## config.mk

```make
export PLATFORM = sky130hd
export DESIGN_NAME = mux_4_1_scan_ctrl
export DESIGN_NICKNAME = d
export VERILOG_FILES = /design/src/rtl/mux_4_1_scan_ctrl.sv
export SDC_FILE = /design/constraint.sdc
export NUM_CORES = 1
export LEC_CHECK = 0
export ABC_AREA = 1
export BUFFER_PORTS_ARGS = -buffer_cell sky130_fd_sc_hd__buf_4
export CORE_UTILIZATION = 36
export DETAILED_ROUTE_END_ITERATION = 6
export PLACE_DENSITY_LB_ADDON = 0.3
export SLEW_MARGIN = 20
export SYNTH_ARGS = -nofsm -noshare
export SYNTH_HDL_FRONTEND = slang
export SYNTH_SLANG_ARGS = --single-unit
export TNS_END_PERCENT = 20
```

## constraint.sdc

```tcl
create_clock -name clk -period 2.28 [get_ports clk]
set_clock_uncertainty 0.1 [all_clocks]
set_input_delay 0.114 -clock clk [delete_from_list [all_inputs] [get_ports clk]]
set_output_delay 0.114 -clock clk [all_outputs]
set_load 0.01 [all_outputs]
```

## src/rtl/mux_4_1_scan_ctrl.sv

```systemverilog
// mux_4_1_scan_ctrl: walks the 4:1 mux select through channels a..d,
// waits SETTLE_CYC cycles on each, samples y, then offers the 4-bit
// result on a valid/ready handshake.
// Optional macro MUX_SCAN_PARITY_EN adds a registered even-parity output.
module mux_4_1_scan_ctrl #(
   parameter int unsigned SETTLE_CYC = 2,
   parameter int unsigned CNT_W      = 4
) (
   input  logic       clk,
   input  logic       rst_n,
   input  logic       start,
   input  logic       y,
   output logic       s0,
   output logic       s1,
   output logic       busy,
   output logic [3:0] word,
   output logic       valid,
`ifdef MUX_SCAN_PARITY_EN
   output logic       parity,
`endif
   input  logic       ready
);

   typedef enum logic [1:0] {
      IDLE,
      SETTLE,
      SAMPLE,
      HOLD
   } state_t;

   localparam logic [CNT_W-1:0] CNT_LOAD = CNT_W'(SETTLE_CYC - 1);

   state_t           state, state_nxt;
   logic [1:0]       ch, ch_nxt;
   logic [CNT_W-1:0] cnt, cnt_nxt;
   logic [3:0]       shadow, shadow_nxt;
   logic [3:0]       word_nxt;
   logic             valid_nxt;
   logic [1:0]       sel, sel_nxt;

   // State, datapath and registered outputs
   always_ff @(posedge clk or negedge rst_n) begin
      if (!rst_n) begin
         state  <= IDLE;
         ch     <= '0;
         cnt    <= '0;
         shadow <= '0;
         word   <= '0;
         valid  <= 1'b0;
         sel    <= '0;
      end else begin
         state  <= state_nxt;
         ch     <= ch_nxt;
         cnt    <= cnt_nxt;
         shadow <= shadow_nxt;
         word   <= word_nxt;
         valid  <= valid_nxt;
         sel    <= sel_nxt;
      end
   end

   // Next-state and next-output logic; select is computed one cycle
   // ahead so the registered s1/s0 line up with the channel index
   always_comb begin
      state_nxt  = state;
      ch_nxt     = ch;
      cnt_nxt    = cnt;
      shadow_nxt = shadow;
      word_nxt   = word;
      valid_nxt  = valid;
      sel_nxt    = sel;
      case (state)
         IDLE: begin
            sel_nxt = '0;
            if (start) begin
               state_nxt = SETTLE;
               ch_nxt    = '0;
               cnt_nxt   = CNT_LOAD;
            end
         end
         SETTLE: begin
            sel_nxt = ch;
            if (cnt == '0) begin
               state_nxt = SAMPLE;
            end else begin
               cnt_nxt = cnt - CNT_W'(1);
            end
         end
         SAMPLE: begin
            shadow_nxt[ch] = y;
            if (ch != 2'd3) begin
               ch_nxt    = ch + 2'd1;
               cnt_nxt   = CNT_LOAD;
               sel_nxt   = ch + 2'd1;
               state_nxt = SETTLE;
            end else begin
               word_nxt  = {y, shadow[2:0]};
               valid_nxt = 1'b1;
               sel_nxt   = 2'b11;
               state_nxt = HOLD;
            end
         end
         HOLD: begin
            sel_nxt = 2'b11;
            if (valid && ready) begin
               valid_nxt = 1'b0;
               sel_nxt   = '0;
               if (start) begin
                  state_nxt = SETTLE;
                  ch_nxt    = '0;
                  cnt_nxt   = CNT_LOAD;
               end else begin
                  state_nxt = IDLE;
               end
            end
         end
         default: begin
            state_nxt = IDLE;
         end
      endcase
   end

`ifdef MUX_SCAN_PARITY_EN
   // Parity follows word on the same edge
   always_ff @(posedge clk or negedge rst_n) begin
      if (!rst_n) begin
         parity <= 1'b0;
      end else begin
         parity <= ^word_nxt;
      end
   end
`endif

   assign s1   = sel[1];
   assign s0   = sel[0];
   assign busy = (state != IDLE);

endmodule

```

==> flow_summary.json, run 1 <==
{
  "min_path_cells": 3,
  "die_y_um": 53.4,
  "root_buffer": "clkbuf_4",
  "final_total_power_mw": 1.33,
  "setup-violations-final": 0,
  "synth.net_count": 128,
  "post_dp_cell_area_um2": 1080,
  "routed_via_density": 4.55,
  "grt_antenna_before_repair": 0,
  "run_status": "completed",
  "antenna_cells_inserted": 0,
  "synth.yosys.warnings": 0,
  "clkTransAtPathRegs_ns": 0.10,
  "hp-start": "y",
  "fin_crit_ns": 1.41,
  "synth_seq_area_share_pct": 47.4,
  "postCtsSetupRepairBufs": 0,
  "yosys-top-cells-area": "dfrtp_1 47%, nand2_1 18%, ha_1 11%",
  "syn_inst": 115,
  "post-route-period-util_pct": 61.7,
  "max_freq_mhz": 711,
  "synthTopCellsByCount": "46 x nand2_1, 18 x dfrtp_1, 12 x inv_1",
  "rsz0062_at_grt": "no",
  "fin_util_pct": 45.8,
  "p_leak_nw": 0.623,
  "r2r_slack_ns": 0.87,
  "yosys.area.top_type_share_pct": 47.4,
  "path_max_fanout": 9,
  "timing.critical_path.from_type": "register",
  "tritoncts_clock_tree": "done",
  "post_syn_area_per_cell_um2": 8.26,
  "antenna_violating_nets_post_route": 0,
  "finalWeightedCongestion": 0.757,
  "cp.required_ns": 2.35,
  "hold-path-endpoint": "shadow[0]$_DFFE_PN0P_",
  "worst-slew-pin-transition_ns": 0.234,
  "grt_max_degree": 19,
  "clock_sink_count": 18,
  "slew_violations": 0,
  "hpwl_um": 1290,
  "grt_pass1_wl_um": 2750,
  "finalWirelength_um": 1700,
  "average_wire_length_per_cell_after_detail_routing_um": 10.4,
  "finalSetupTns_ns": 0,
  "dieArea_um2": 2850,
  "via_count_of_the_first_global_routing_pass": 630,
  "most_frequent_cell_after_synthesis": "nand2_1",
  "end_of_the_worst_register_to_register_path": "ch[0]$_DFFE_PN0P_",
  "max-vdd-ir-drop_mv": 0.556,
  "yosys.area.top_type": "dfrtp_1",
  "rr_startpoint": "ch[0]$_DFFE_PN0P_",
  "track_usage_pct": 13.7,
  "core.rowCount": 18,
  "core_region_area_um2": 2480,
  "drt_first_iter_violations": 12,
  "worstSetupEndpointType": "register",
  "firstDrtPassIters": 4,
  "bufs_on_longest_clock_path": 2,
  "r2r_cells": 7,
  "number_of_levels_the_h_tree_was_split_into": 1,
  "dominantRegCellSynth": "dfrtp_1",
  "grt_overflow_total": 0,
  "postSynthRegisterBits": 18,
  "dieWidth_um": 53.4,
  "area_of_all_placed_cells_without_fillers_um2": 1130,
  "vias": 742,
  "async_set_or_reset_flop_fraction_in_the_synthesized_netlist_pct": 100,
  "clock_insertion_delay_worst_skew_ns": 0.29,
  "slew_headroom_pct": 84.4,
  "number_of_nets_in_the_finished_design": 147,
  "area_of_the_mapped_netlist_um2": 950,
  "drv_cap": 0,
  "pin_count": 13,
  "crit_arrival_ns": 1.48,
  "worstSetupPathType": "register to register",
  "layout-drive-gt1-share_pct": 20.3,
  "powerDensity_nw_per_um2": 1170,
  "finalHoldViolations": 0,
  "effective_utilization_at_floorplan_pct": 38.3,
  "port-buffer-count": 12,
  "worstHoldPathType": "primary input to register",
  "route.detailed.drc": 0,
  "flow.area_growth_from_synthesis_pct": 19.4,
  "synth_cell_types": 15,
  "edff_count_synth": 0,
  "total_cts_buffers": 3
}
==> timing repair <==
item,CTS,global route
hold buffers,2,0
resized for setup,0,0
endpoints found under the hold margin,19,0
==> logic make-up after synthesis <==
| family | Yosys count | share of synthesized area, % |
|---|---|---|
| AO/OA/AOI/OAI | 11 | 6.59 |
| flip-flops | 18 | 47.4 |
| XOR/XNOR | 1 | 0.922 |
| AND/OR/NAND/NOR | 63 | 29.0 |
| adder cells (fa/ha/maj) | 8 | 10.5 |
| buffers and inverters | 14 | 5.53 |
==> cells in the final DEF (no fill, tap or decap) <==
cell type | netlist | layout
nand2_2 | 4 | 4
a21oi_1 | 2 | 2
xnor2_1 | 1 | 1
nand3_1 | 1 | 1
nand2_1 | 46 | 46
nor2_2 | 2 | 2
dlygate4sd3_1 | 0 | 2
nand3_2 | 3 | 3
o221ai_1 | 2 | 2
o21ai_0 | 7 | 7
dfrtp_1 | 18 | 18
clkbuf_8 | 0 | 1
inv_2 | 2 | 2
ha_1 | 8 | 8
nor2_1 | 6 | 6
nand3b_1 | 1 | 1
inv_1 | 12 | 12
buf_4 | 0 | 12
clkbuf_4 | 0 | 3
==> worst max path at each step <==
stage / startpoint / to / slack (ns) / cells past startpoint
final: ch[0]$_DFFE_PN0P_ / ch[0]$_DFFE_PN0P_ / 0.87 / 7
after global routing: ch[0]$_DFFE_PN0P_ / ch[0]$_DFFE_PN0P_ / 0.73 / 7
after CTS: ch[0]$_DFFE_PN0P_ / ch[0]$_DFFE_PN0P_ / 0.86 / 7
after detailed placement: ch[0]$_DFFE_PN0P_ / ch[0]$_DFFE_PN0P_ / 0.88 / 7
after global placement: ch[0]$_DFFE_PN0P_ / cnt[1]$_DFFE_PN0P_ / 0.90 / 6
after floorplan: ch[0]$_DFFE_PN0P_ / ch[0]$_DFFE_PN0P_ / 0.99 / 7
==> routing by layer <==
| metal | up-vias | global-route usage (%) | routed length (um) |
|---|---|---|---|
| met5 | - | 0 | 0 |
| met4 | 0 | 9.21 | 27 |
| met3 | 2 | 1.72 | 35 |
| met2 | 9 | 20.8 | 771 |
| met1 | 340 | 18.0 | 861 |
| li1 | 391 | - | - |
==> worst max-delay path, cell delays in order (launching register included) <==
cell     delay, ns
dfrtp_1       0.43
ha_1          0.23
nand3_2       0.16
nand2_2       0.09
inv_2         0.06
nand2_1       0.08
nand2_1       0.07
o21ai_0       0.07
==> state kept, by name, summed over array words and instances, names as in the netlist <==
| name | count |
|---|---|
| cnt | 4 |
| word | 4 |
| shadow | 3 |
| ch | 2 |
| sel | 2 |
| state | 2 |
| valid | 1 |
==> through the flow <==
stage | std cells | setup slack (ns) | hold WS [ns]
5_1_grt | 163 | 0.733 | 0.0604
4_1_cts | 163 | 0.864 | 0.0287
2_1_floorplan | 115 | 0.986 | -0.282
3_5_place_dp | 157 | 0.883 | -0.100
6_report | 163 | 0.873 | 0.0329
3_3_place_gp | 157 | 0.901 | -0.107
==> power by group <==
part           internal, mW  switching, mW  leakage, nW
Combinational         0.243          0.375        0.377
Clock                0.0972          0.100       0.0210
Sequential            0.432         0.0824        0.226
Total                 0.772          0.557        0.623
==> layout make-up <==
cell class / instances / area [um2]
clock buffers: 4 / 36.3
fillers: 260 / 1340
repair buffers: 14 / 110
flip-flops and latches: 18 / 450
inverters: 14 / 52.6
multi-input cells: 83 / 447
well taps: 30 / 37.5
Note: power is estimated with default switching activity, not from simulation.
==> run 2, diff against run 1 <==
--- a/config.mk
+++ b/config.mk
@@ -5,7 +5,7 @@
 export SDC_FILE = /design/constraint.sdc
 export NUM_CORES = 1
 export LEC_CHECK = 0
-export ABC_AREA = 1
+export ABC_AREA = 0
 export BUFFER_PORTS_ARGS = -buffer_cell sky130_fd_sc_hd__buf_4
 export CORE_UTILIZATION = 36
 export DETAILED_ROUTE_END_ITERATION = 6
==> constraint.sdc (replaced) <==
create_clock -name clk -period 1.4 [get_ports clk]
set_clock_uncertainty 0.1 [all_clocks]
set_input_delay 0.07 -clock clk [delete_from_list [all_inputs] [get_ports clk]]
set_output_delay 0.07 -clock clk [all_outputs]
set_load 0.01 [all_outputs]
==> run 2 against run 1 <==
Compared with the run above:
- the run now ends with setup timing left
- first-iteration DRC count down 8.3%
- worst hold slack better by 0.034 ns
- synthesized cell count down 23%
- fmax down 3.9%
- critical path depth down 2
- clock-buffer cell count unchanged
- sequential share of layout area down 6.2 points
- power up 77%
- routed wire length up 7.8%
- critical path type unchanged
- critical endpoint unchanged
- largest power group unchanged
==> flow_summary.json, run 2 <==
{
  "dieArea_um2": 2870,
  "mostFrequentLayoutCells": "30 x buf_4, 17 x dfrtp_1, 8 x nand2_1, 7 x mux2_2, 6 x ha_1",
  "layout.cells.most_common": "buf_4",
  "r2r_slack_ns": -0.06,
  "antenna_violating_nets_post_route": 0,
  "yosys-top-cells-area": "dfrtp_1 47%, ha_1 10%, mux2_2 8.2%",
  "dominantRegCellSynth": "dfrtp_1",
  "grt_overflow_total": 0,
  "power.combinational.fraction_pct": 51.5,
  "tritoncts_clock_tree": "done",
  "grt_max_degree": 19,
  "edff_count_synth": 0,
  "root_buffer": "clkbuf_4",
  "final_total_power_mw": 2.35,
  "net-switching-power_mw": 0.812,
  "synth.net_count": 101,
  "cp-endpoint": "ch[0]$_DFFE_PN0P_",
  "slew_headroom_pct": 77.3,
  "crit_arrival_ns": 1.56,
  "finalHoldViolations": 0,
  "critPathTopFamily": "flip-flops",
  "post_syn_area_per_cell_um2": 10.9,
  "area_of_the_mapped_netlist_um2": 957,
  "clock_network_fraction_of_design_power_pct": 13.8,
  "number_of_levels_the_h_tree_was_split_into": 1,
  "port-buffer-count": 12,
  "average_wire_length_per_cell_after_detail_routing_um": 11.8,
  "bufs_on_longest_clock_path": 2,
  "die_y_um": 53.6,
  "crit_chain": "ha_2, inv_2, mux2i_1, o22a_4, mux2_4",
  "finalWeightedCongestion": 0.726,
  "violated_checks": "setup timing",
  "firstDrtPassIters": 4,
  "place_worst_setup_slack_ns": -0.0880,
  "filler_cell_count_in_the_final_layout": 232,
  "via_count_of_the_first_global_routing_pass": 749,
  "p_leak_nw": 0.664,
  "synthTopCellsByCount": "18 x dfrtp_1, 9 x nand2_1, 8 x ha_1",
  "number_of_nets_in_the_finished_design": 139,
  "fin_hold_ws_ns": 0.0665,
  "setup-violations-final": 7,
  "final_critical_path_setup_slack_ns": -0.0644,
  "async_set_or_reset_flop_fraction_in_the_synthesized_netlist_pct": 100,
  "track_usage_pct": 15.9,
  "worstHoldPathType": "primary input to async pin",
  "dieWidth_um": 53.6,
  "routed_via_density": 4.74,
  "antenna_cells_inserted": 0,
  "timing.critical_path.depth": 5,
  "clock_sink_count": 18,
  "timing.critical_path.slowest_stage_cell": "dfrtp_1",
  "drt_first_iter_violations": 11,
  "worst-slew-pin-transition_ns": 0.337,
  "switching_share_pct": 34.5,
  "vias": 735,
  "core_region_area_um2": 2500,
  "layout-drive-gt1-share_pct": 48.0,
  "timing.critical_path.from_type": "register",
  "yosys.area.top_type": "dfrtp_1",
  "run_status": "complete, but fails checks",
  "post-route-period-util_pct": 105,
  "clock_insertion_delay_worst_skew_ns": 0.30,
  "drv_cap": 0,
  "synth_cell_types": 29,
  "worstSetupPathType": "register to register",
  "most_frequent_cell_after_synthesis": "dfrtp_1",
  "yosys.area.top_type_share_pct": 47.1,
  "max_freq_mhz": 683,
  "cpPeakStageDelay_ns": 0.40,
  "rsz0062_at_grt": "yes",
  "startpoint": "ch[1]$_DFFE_PN0P_",
  "cp.required_ns": 1.49,
  "powerDensity_nw_per_um2": 1750,
  "fin_crit_ns": 1.46,
  "postSynthRegisterBits": 18,
  "worstSetupEndpointType": "register",
  "effective_utilization_at_floorplan_pct": 38.3,
  "core.rowCount": 18,
  "pin_count": 13,
  "internal-power_mw": 1.54,
  "slew_violations": 0,
  "route.detailed.drc": 0,
  "hpwl_um": 1290,
  "clkTransAtPathRegs_ns": 0.10,
  "rr_startpoint": "ch[1]$_DFFE_PN0P_",
  "r2r_cells": 5,
  "critical_path_buf_inv_count": 1,
  "largest_registers": "cnt: 4 flops, word: 4 flops, shadow: 3 flops",
  "flow.area_growth_from_synthesis_pct": 40.7,
  "synth_seq_area_share_pct": 47.1,
  "syn_inst": 88,
  "total_cts_buffers": 3,
  "synth.yosys.warnings": 0,
  "grt_antenna_before_repair": 0,
  "grt_pass1_wl_um": 3240,
  "max-vdd-ir-drop_mv": 0.933,
  "register_share_of_total_power_pct": 34.7,
  "finalWirelength_um": 1830,
  "path_max_fanout": 6,
  "end_of_the_worst_register_to_register_path": "ch[0]$_DFFE_PN0P_"
}
## run 2: changes by cell type in the layout (fill, tap and decap cells not counted), sizes merged, moves of 3 or more
cell    change
inv         -9
nand2b      +4
nor2        -3
nand3       -3
buf        +19
nand2      -41
mux2        +8
## run 2: stage by stage
step           cells  setup TNS [ns]  cell area [um2]  utilization (%)
3_5_place_dp     142          -0.671             1180             47.2
4_1_cts          154          -0.393             1330             53.0
3_3_place_gp     142          -0.610             1180             47.2
6_report         155          -0.246             1350             53.9
5_1_grt          155          -0.909             1350             53.9
2_1_floorplan     88          -0.205              960                -
## run 2: cells by family after synthesis
family / after synthesis / share of synthesized area (%)
AOI/OAI and AO/OA: 17 / 12.4
adders and majority gates: 8 / 10.5
buffers and inverters: 7 / 3.27
DFF: 18 / 47.1
muxes: 10 / 11.5
and+or+nand+nor: 28 / 15.3
## run 2: worst min-delay path by stage
stage | startpoint | end | slack [ns] | cells past startpoint
global route | rst_n | valid$_DFFE_PN0P_ | 0.08 | 2
detailed placement | rst_n | valid$_DFFE_PN0P_ | -0.14 | 1
floorplan | rst_n | ch[0]$_DFFE_PN0P_ | -0.33 | 0
global placement | rst_n | valid$_DFFE_PN0P_ | -0.15 | 1
finish | rst_n | valid$_DFFE_PN0P_ | 0.07 | 2
CTS | rst_n | sel[1]$_DFF_PN0_ | 0.07 | 2
## run 2: metal layers
| metal | wire [um] | vias to the layer above | global-route usage [%] |
|---|---|---|---|
| li1 | - | 378 | - |
| met1 | 900 | 340 | 19.9 |
| met2 | 846 | 14 | 26.9 |
| met3 | 74 | 3 | 5.93 |
| met4 | 7 | 0 | 1.32 |
| met5 | 0 | - | 0 |
## run 2: power by group through the flow
| stage | combinational, mW | clock [mW] | sequential [mW] |
|---|---|---|---|
| after global routing | 1.35 | 0.360 | 0.844 |
| final | 1.21 | 0.325 | 0.815 |
| after floorplan | 0.596 | 0 | 0.825 |
| after detailed placement | 0.987 | 0 | 0.820 |
| after global placement | 0.962 | 0 | 0.813 |
| after CTS | 1.17 | 0.343 | 0.812 |
## run 2: final cells by class
class                   instances  area (um2)  share of cell area (%)
inverters                       5        18.8                    1.39
flip-flops and latches         18         452                    33.6
multi-input cells              63         526                    39.0
clock buffers                   4        36.3                    2.70
well taps                      30        37.5                    2.79
repair buffers                 35         277                    20.5
## run 2: what timing repair did
| action | in CTS | in global routing |
|---|---|---|
| buffers inserted | 4 | 1 |
| gates resized for setup | 11 | 7 |
| endpoints found under the hold margin | 24 | 0 |
| pin swaps | 4 | 3 |
| hold buffers | 4 | 0 |
| gates cloned | 0 | 0 |
| setup endpoints to repair | 15 | 16 |
